--- src/rtl/nn_pkg.sv ---
// Shared widths, accumulator type and saturation / clip constants for the
// neuron datapath.
package nn_pkg;

  localparam int DATA_W     = 8;   // signed activation width
  localparam int WGT_W      = 8;   // signed weight width
  localparam int ACC_W      = 20;  // signed accumulator / bias width
  localparam int OUT_W      = 8;   // unsigned output activation width
  localparam int FRAC_SHIFT = 7;   // rescale shift before activation

  typedef logic signed [ACC_W-1:0] acc_t;

  localparam acc_t ACC_MAX = {1'b0, {(ACC_W-1){1'b1}}};
  localparam acc_t ACC_MIN = {1'b1, {(ACC_W-1){1'b0}}};
  localparam int   OUT_MAX = (1 << OUT_W) - 1;

endpackage

--- src/rtl/sat_add_acc.sv ---
// Combinational signed saturating adder for the accumulator.
// Ports:
//   a, b     : W-bit signed addends
//   sum      : a+b clamped to [-2^(W-1), 2^(W-1)-1]
//   overflow : 1 when the true sum fell outside that range
module sat_add_acc #(
  parameter int W = nn_pkg::ACC_W
) (
  input  logic signed [W-1:0] a,
  input  logic signed [W-1:0] b,
  output logic signed [W-1:0] sum,
  output logic                overflow
);
  import nn_pkg::*;

  logic [W:0] wide;

  always_comb begin
    wide     = {a[W-1], a} + {b[W-1], b};
    // one guard bit: overflow iff it disagrees with the result sign bit
    overflow = wide[W] ^ wide[W-1];
    if (overflow) begin
      sum = wide[W] ? {1'b1, {(W-1){1'b0}}} : {1'b0, {(W-1){1'b1}}};
    end else begin
      sum = wide[W-1:0];
    end
  end

endmodule

--- src/rtl/neuron_mac_act.sv ---
// Neuron datapath: signed MAC with bias preload, saturating accumulator,
// arithmetic rescale, ReLU and unsigned clip. One result per group.
// Pipeline: stage 1 multiply, stage 2 accumulate, stage 3 activate.
// Ports:
//   clk       : clock, rising edge
//   reset     : synchronous active-low reset
//   sel       : first term of group (load bias + product)
//   en        : last term of group (commit)
//   x_in      : signed activation
//   w_in      : signed weight
//   bias_in   : signed bias, sampled when sel=1
//   out_data  : unsigned activated output
//   out_valid : one-cycle pulse, out_data/sat_flag valid
//   sat_flag  : accumulator saturated during the reported group
module neuron_mac_act #(
  parameter int DATA_W     = nn_pkg::DATA_W,
  parameter int WGT_W      = nn_pkg::WGT_W,
  parameter int ACC_W      = nn_pkg::ACC_W,
  parameter int OUT_W      = nn_pkg::OUT_W,
  parameter int FRAC_SHIFT = nn_pkg::FRAC_SHIFT
) (
  input  logic                     clk,
  input  logic                     reset,
  input  logic                     sel,
  input  logic                     en,
  input  logic signed [DATA_W-1:0] x_in,
  input  logic signed [WGT_W-1:0]  w_in,
  input  logic signed [ACC_W-1:0]  bias_in,
  output logic        [OUT_W-1:0]  out_data,
  output logic                     out_valid,
  output logic                     sat_flag
);
  import nn_pkg::*;

  localparam int PROD_W = DATA_W + WGT_W;
  localparam logic signed [ACC_W-1:0] OUT_CLIP = ACC_W'((1 << OUT_W) - 1);

  // stage 1
  logic signed [PROD_W-1:0] prod;
  logic signed [ACC_W-1:0]  p1;
  logic signed [ACC_W-1:0]  bias1;
  logic                     sel1;
  logic                     en1;

  // stage 2
  logic signed [ACC_W-1:0]  acc;
  logic signed [ACC_W-1:0]  base;
  logic signed [ACC_W-1:0]  acc_sum;
  logic                     acc_ovf;
  logic                     sat_st;
  logic                     sat_next;
  logic signed [ACC_W-1:0]  fin;
  logic                     fsat;
  logic                     v2;

  // stage 3
  logic signed [ACC_W-1:0]  shifted;
  logic        [OUT_W-1:0]  act_val;

  // operands widened first so the product keeps its full signed width
  assign prod = PROD_W'(x_in) * PROD_W'(w_in);

  always_ff @(posedge clk) begin
    if (!reset) begin
      p1    <= '0;
      bias1 <= '0;
      sel1  <= 1'b0;
      en1   <= 1'b0;
    end else begin
      p1   <= ACC_W'(prod);
      sel1 <= sel;
      en1  <= en;
      if (sel) begin
        bias1 <= bias_in;
      end
    end
  end

  // a group start discards whatever the accumulator held
  assign base     = sel1 ? bias1 : acc;
  assign sat_next = (sel1 ? 1'b0 : sat_st) | acc_ovf;

  sat_add_acc #(.W(ACC_W)) u_sat_add (
    .a        (base),
    .b        (p1),
    .sum      (acc_sum),
    .overflow (acc_ovf)
  );

  always_ff @(posedge clk) begin
    if (!reset) begin
      acc    <= '0;
      sat_st <= 1'b0;
      fin    <= '0;
      fsat   <= 1'b0;
      v2     <= 1'b0;
    end else begin
      acc    <= acc_sum;
      sat_st <= sat_next;
      v2     <= en1;
      if (en1) begin
        fin  <= acc_sum;
        fsat <= sat_next;
      end
    end
  end

  always_comb begin
    shifted = fin >>> FRAC_SHIFT;
    act_val = '0;
    if (shifted < 0) begin
      act_val = '0;
    end else if (shifted > OUT_CLIP) begin
      act_val = '1;
    end else begin
      act_val = shifted[OUT_W-1:0];
    end
  end

  always_ff @(posedge clk) begin
    if (!reset) begin
      out_data  <= '0;
      out_valid <= 1'b0;
      sat_flag  <= 1'b0;
    end else begin
      out_valid <= v2;
      if (v2) begin
        out_data <= act_val;
        sat_flag <= fsat;
      end
    end
  end

endmodule

--- config.mk ---
export PLATFORM = sky130hd
export DESIGN_NAME = neuron_mac_act
export DESIGN_NICKNAME = d
export VERILOG_FILES = /design/src/rtl/nn_pkg.sv /design/src/rtl/sat_add_acc.sv /design/src/rtl/neuron_mac_act.sv
export SDC_FILE = /design/constraint.sdc
export NUM_CORES = 1
export LEC_CHECK = 0
export CORE_MARGIN = 5
export CORE_UTILIZATION = 50
export CTS_BUF_LIST = sky130_fd_sc_hd__clkbuf_16
export CTS_CLUSTER_DIAMETER = 30
export DETAILED_ROUTE_END_ITERATION = 16
export GPL_TIMING_DRIVEN = 0
export PLACE_DENSITY = 0.81
export SYNTH_ARGS = -nofsm -noshare
export SYNTH_HDL_FRONTEND = slang
export SYNTH_SLANG_ARGS = --single-unit
--- constraint.sdc ---
create_clock -name clk -period 5.5 [get_ports clk]
set_input_delay 1.1 -clock clk [delete_from_list [all_inputs] [get_ports clk]]
set_output_delay 1.1 -clock clk [all_outputs]
set_load 0.005 [all_outputs]
# Yosys cells after proc, flatten, opt, wreduce, memory -nomap -nowiden
# Index checks and enable logic that the tools add are counted.
[word_totals]
reg_bits = 91
latchBits = 0
ramBits = 0
romBits = 0
in_bits = 40
output_inout_bits = 10
wordCells = 24
mem_count = 0
[op_classes]
addsub = 1
mul = 1
div = 0
n_lt_le_gt_ge = 2
n_eq_ne = 0
n_shift = 0
mux = 6
bitwise = 2
reduce_logical = 0
[ops]
columns = ["cell", "count"]
rows = [
  ["two-way mux 20 bit", 3],
  ["adder 20 x 16 -> 21 bit", 1],
  ["multiplier 8 x 8 -> 16 bit", 1],
  ["two-way mux 8 bit", 2],
  ["> comparator 13 x 9 -> 1 bit, second input constant", 1],
  ["less-than comparator 13 x 1 -> 1 bit, second input constant", 1],
  ["two-way mux 1 bit", 1],
  ["OR 1 bit", 1],
  ["XOR 1 bit", 1],
]

# Depth between registers and ports, before layout
[logic_depth]
depth_word = 4
mapped_depth = 18
mapped_depth_nobuf = 18

# Cells and area by module
# A second synthesis with hierarchy kept.
[hier_totals]
hier_cells = 723
area_unflattened_um2 = 6816.5
[modules_own_cells]
columns = ["module", "n_inst", "cells_per_inst", "area_each_um2", "seq_area_each_um2"]
rows = [
  ["neuron_mac_act", 1, 557, 5454.0, 1681.6],
  ["sat_add_acc", 1, 166, 1362.6, 0.0],
]

# Worst setup path after synthesis
# OpenSTA, ideal clock, no wires.
[synth_path]
kind = "input-to-reg"
start = "in w_in[2]"
end = "reg p1[15] (netlist name)"
setup_time_ns = 0.115
arrival_ns = 4.928
required_ns = 5.385
slack_ns = 0.457
cell_stages = 16
path_buffers = 0
path_cell_list = "nand2_1 > inv_1 > fa_1 > inv_1 > fa_1 > inv_1 > fa_1 > inv_1 > fa_1 > inv_1 > ha_1 > and3_1 > a211oi_1 > a21oi_1 > xnor2_1 > and2_1"
[synth_between]
elab_chain_len = 1
[synth_lines]
columns = ["element", "line", "source"]
rows = [
  ["from (decl)", "neuron_mac_act.sv:27", "input logic signed [WGT_W-1:0] w_in,"],
  ["multiplier 8 x 8 -> 16 bit", "neuron_mac_act.sv:61", "assign prod = PROD_W'(x_in) * PROD_W'(w_in);"],
]
# Every way passes these cells.
# A chain may end at the register's enable or synchronous reset.

# Final worst setup path
[layout_path]
start = "in w_in[1]"
end = "reg p1[15] (netlist name)"
[layout_between]
elab_chain_len = 1
[layout_lines]
columns = ["element", "line"]
rows = [
  ["multiplier 8 x 8 -> 16 bit", "neuron_mac_act.sv:61"],
]
# Every way passes these cells.

==> out/qor.txt <==
Status: finished, final reports clean
Htree depth: 3
Syn nets: 850
Crit. End Element: flip-flop
Maximum fanout along the worst path: 8
Cells after DPL: 925
Reg2reg start: sel1
Vias in the first global route: 4961
TritonCTS Buffers: 9
Final setup viols: 0
R2R Setup Slk: 1.81 ns
PortBufs: 48
Site Rows: 41
Worst-Margin Slew: 0.7815 ns
HPWL Detailed: 10.70 mm
Fillers: 1137
I/O pin cnt: 50
Drt drc: 0
Antenna Cells: 0
CTS sink count: 84
Synth Register Bits: 84
Final Skew: 0.007988 ns
Initial core utilization: 51.32%
Lkg Pwr: 3.510 nW
Hold Crit Depth: 2
Number of flops mapped to enable cells by yosys: 0
Syn Area/Cell: 9.261 sq um
CP top delay family: adder cells
Hold buffers post-CTS: 0
Die width: 124.3 um
Synth unique cells: 56
Global Route met2 Usage: 30.69%
Worst slew margin: 47.90%
GPL Wtd Cong: 0.9497
Antenna Violating Nets Remaining: 0
Setup TNS: 0 ns
Routed vias: 4844
Die height: 124.3 um
Ys flop type: dfxtp_1
Clk buf depth: 2
Die area: 15440 sq um
Wire length per cell: 13.98 um
Register area share after synthesis: 25.76%
Hold Crit Start: fin[7]
R2r endpoint: acc[11]
Final min period: 5.197 ns
Yosys warns: 0
Max-slew violations: 0
HP Class: reg -> reg
Crit start category: input pin
Cell Area, Synth: 6529 sq um
Clk Latency, worst-skew pair: 0.34 ns
Total of max-cap violations: 0
Global routing usage on met1: 22.55%
Via/cell ratio: 5.142
CTS tree: done
M3 GR Usage: 3.302%
Highest clock rate: 0.1924 GHz
Root Buffer: clkbuf_16
TritonRoute pass-1 iters: 4
Antenna violations before repair: 0
Hold Crit Endpoint: fin[7]
Post-Place Cell Area: 7224 sq um
Tot Pwr: 3.508 mW
Count of buffer and inverter cells on the critical path: 5
Crit path cell chain: clkdlybuf4s50_1, and2_1, fa_1, inv_1, fa_1, inv_1, fa_1, inv_1, fa_1, inv_1, ha_1, a21oi_2, o21ai_0, a211oi_2, a21oi_1, xnor2_1, and2_1
Count of mapped cells out of synthesis: 705
R2R cell count: 13
Layout cells sized above 1: 7.403%
Slowest stage cell, crit path: clkdlybuf4s50_1
Worst stage delay on the critical path: 0.53 ns
Global-route wire length before repair: 23.12 mm
Gr usage total: 17.89%
Asr flop ratio synth: 0%
Hold Vio Cnt, Final: 0
Arrival time of the worst setup path: 5.43 ns
GRT Max-Usage Layer: met2
CP Class: in -> reg
Final period utilization: 94.49%
Req. time, crit path: 5.73 ns
Reg clk slew, reported paths: 0.06 ns
RSZ-0062 raised after global routing: false
Pin count of the biggest net entering global routing: 15
DRT iter0 DRCs: 298
Core area: 12720 sq um
Final instance area: 7555 sq um
Hold WS: 0.4495 ns
Nets: 910
Max rail drop VDD: 225.5 uV
Non-filler instance count after layout: 942
Grt ovf: 0
Area grow syn2layout: 15.71%
Routed Wire Length: 13.17 mm
Cell Pwr Density: 464.4 nW/um^2
[sequential cells by signal, indices dropped and copies added, names as in the netlist, 8 cells and up]
signal and count:
bias1 20, out_data 8, p1 16, acc 20, fin 13
[power by group]
part	internal, mW	switching, mW	total [mW]
sequential	0.768	0.0558	0.824
combinational	0.962	1.17	2.14
clock	0.304	0.243	0.547
[routing by layer]
metal  share of wire (%)  vias up
li1                    -     2405
met5                   0        -
met3                 3.9       24
met4                 2.2        0
met1                  45     2321
met2                  49       94
[kinds of logic (layout without fill, tap and decap cells)]
kind of cell               count (synthesis)  count (layout)  share of synthesized area (%)
muxes                                     49              49                          7.877
xor gates and xnor gates                  31              31                          4.159
adders and majority gates                105             105                          26.56
buffers and inverters                    111             176                          6.612
and+or+nand+nor                          219             219                          18.23
DFF                                       84              84                          25.76
AOI/OAI and AO/OA                        106             106                          10.81
[per-stage QoR]
step	worst slack, ns	utilization (%)
floorplan	0.4572	-
global placement	-0.4315	56.79
detailed placement	-0.4938	56.79
CTS	0.04339	58.95
global route	0.01593	59.38
finish	0.3030	59.38
[worst min-delay path, stage by stage (launching register included)]
cell     delay [ns]
dfxtp_1        0.31
nand2_1        0.05
o21ai_1        0.05
[cells in the mapped netlist (2+ instances only)]
master,count,area (sq um)
a32o_1,2,20.02
fa_1,56,1121
nand2b_1,12,75.07
a41oi_1,3,26.28
nand3_1,6,30.03
a211oi_1,5,37.54
buf_2,2,10.01
a21o_1,11,82.58
a31oi_1,5,31.28
buf_1,2,7.510
nor2_1,40,150.1
nand2_2,2,12.51
nand2_1,38,142.6
and2_1,59,369.1
inv_1,90,337.8
xor2_1,2,17.52
a21oi_1,35,175.2
ha_1,49,613.1
xnor2_1,29,254.0
nor3b_1,3,22.52
or2_2,2,12.51
o21ai_0,15,75.07
a21boi_0,3,22.52
nor2b_1,47,294.0
o21ai_1,7,35.03
o21a_1,4,30.03
clkbuf_1,14,52.55
mux2i_1,30,300.3
and3_1,4,25.02
mux2_2,19,214.0
dfxtp_1,84,1682
[cells in the final DEF, fill, tap and decap left out, drive strengths merged, types with 5 or more instances in the layout]
cell            n
inv            92
dfxtp          84
and2           59
fa             56
ha             49
nor2b          47
nor2           40
nand2          40
a21oi          36
clkdlybuf4s50  33
mux2i          30
xnor2          29
clkbuf         24
o21ai          23
mux2           19
dlymetal6s2s   14
nand2b         12
a21o           11
nand3           7
buf             7
a211oi          6
a31oi           5
o21a            5
[repair_timing]
item                       in CTS  in global routing
setup endpoints to repair       1                  5
resized for setup               2                 19
setup buffers                   0                  1
gates cloned                    0                  0
pin swaps                       0                  1
[area by class of cell]
cell class	instances	area, sq um	area share [%]
clock buffer	9	225.2	2.981
tap	172	215.2	2.849
multi-input combinational	510	4433	58.68
timing repair buffer	49	521.8	6.906
sequential	84	1682	22.26
buffer	21	93.84	1.242
clock inverter	7	46.29	0.6128
inverter	90	337.8	4.472
[worst max-delay path by stage]
stage	from	cells after the start	end
floorplan	w_in[2]	16	p1[15]
global placement	w_in[2]	17	p1[15]
detailed placement	w_in[2]	17	p1[15]
CTS	x_in[7]	17	p1[15]
global route	w_in[1]	18	p1[14]
finish	w_in[1]	17	p1[15]
(Power assumes the default switching activity.)
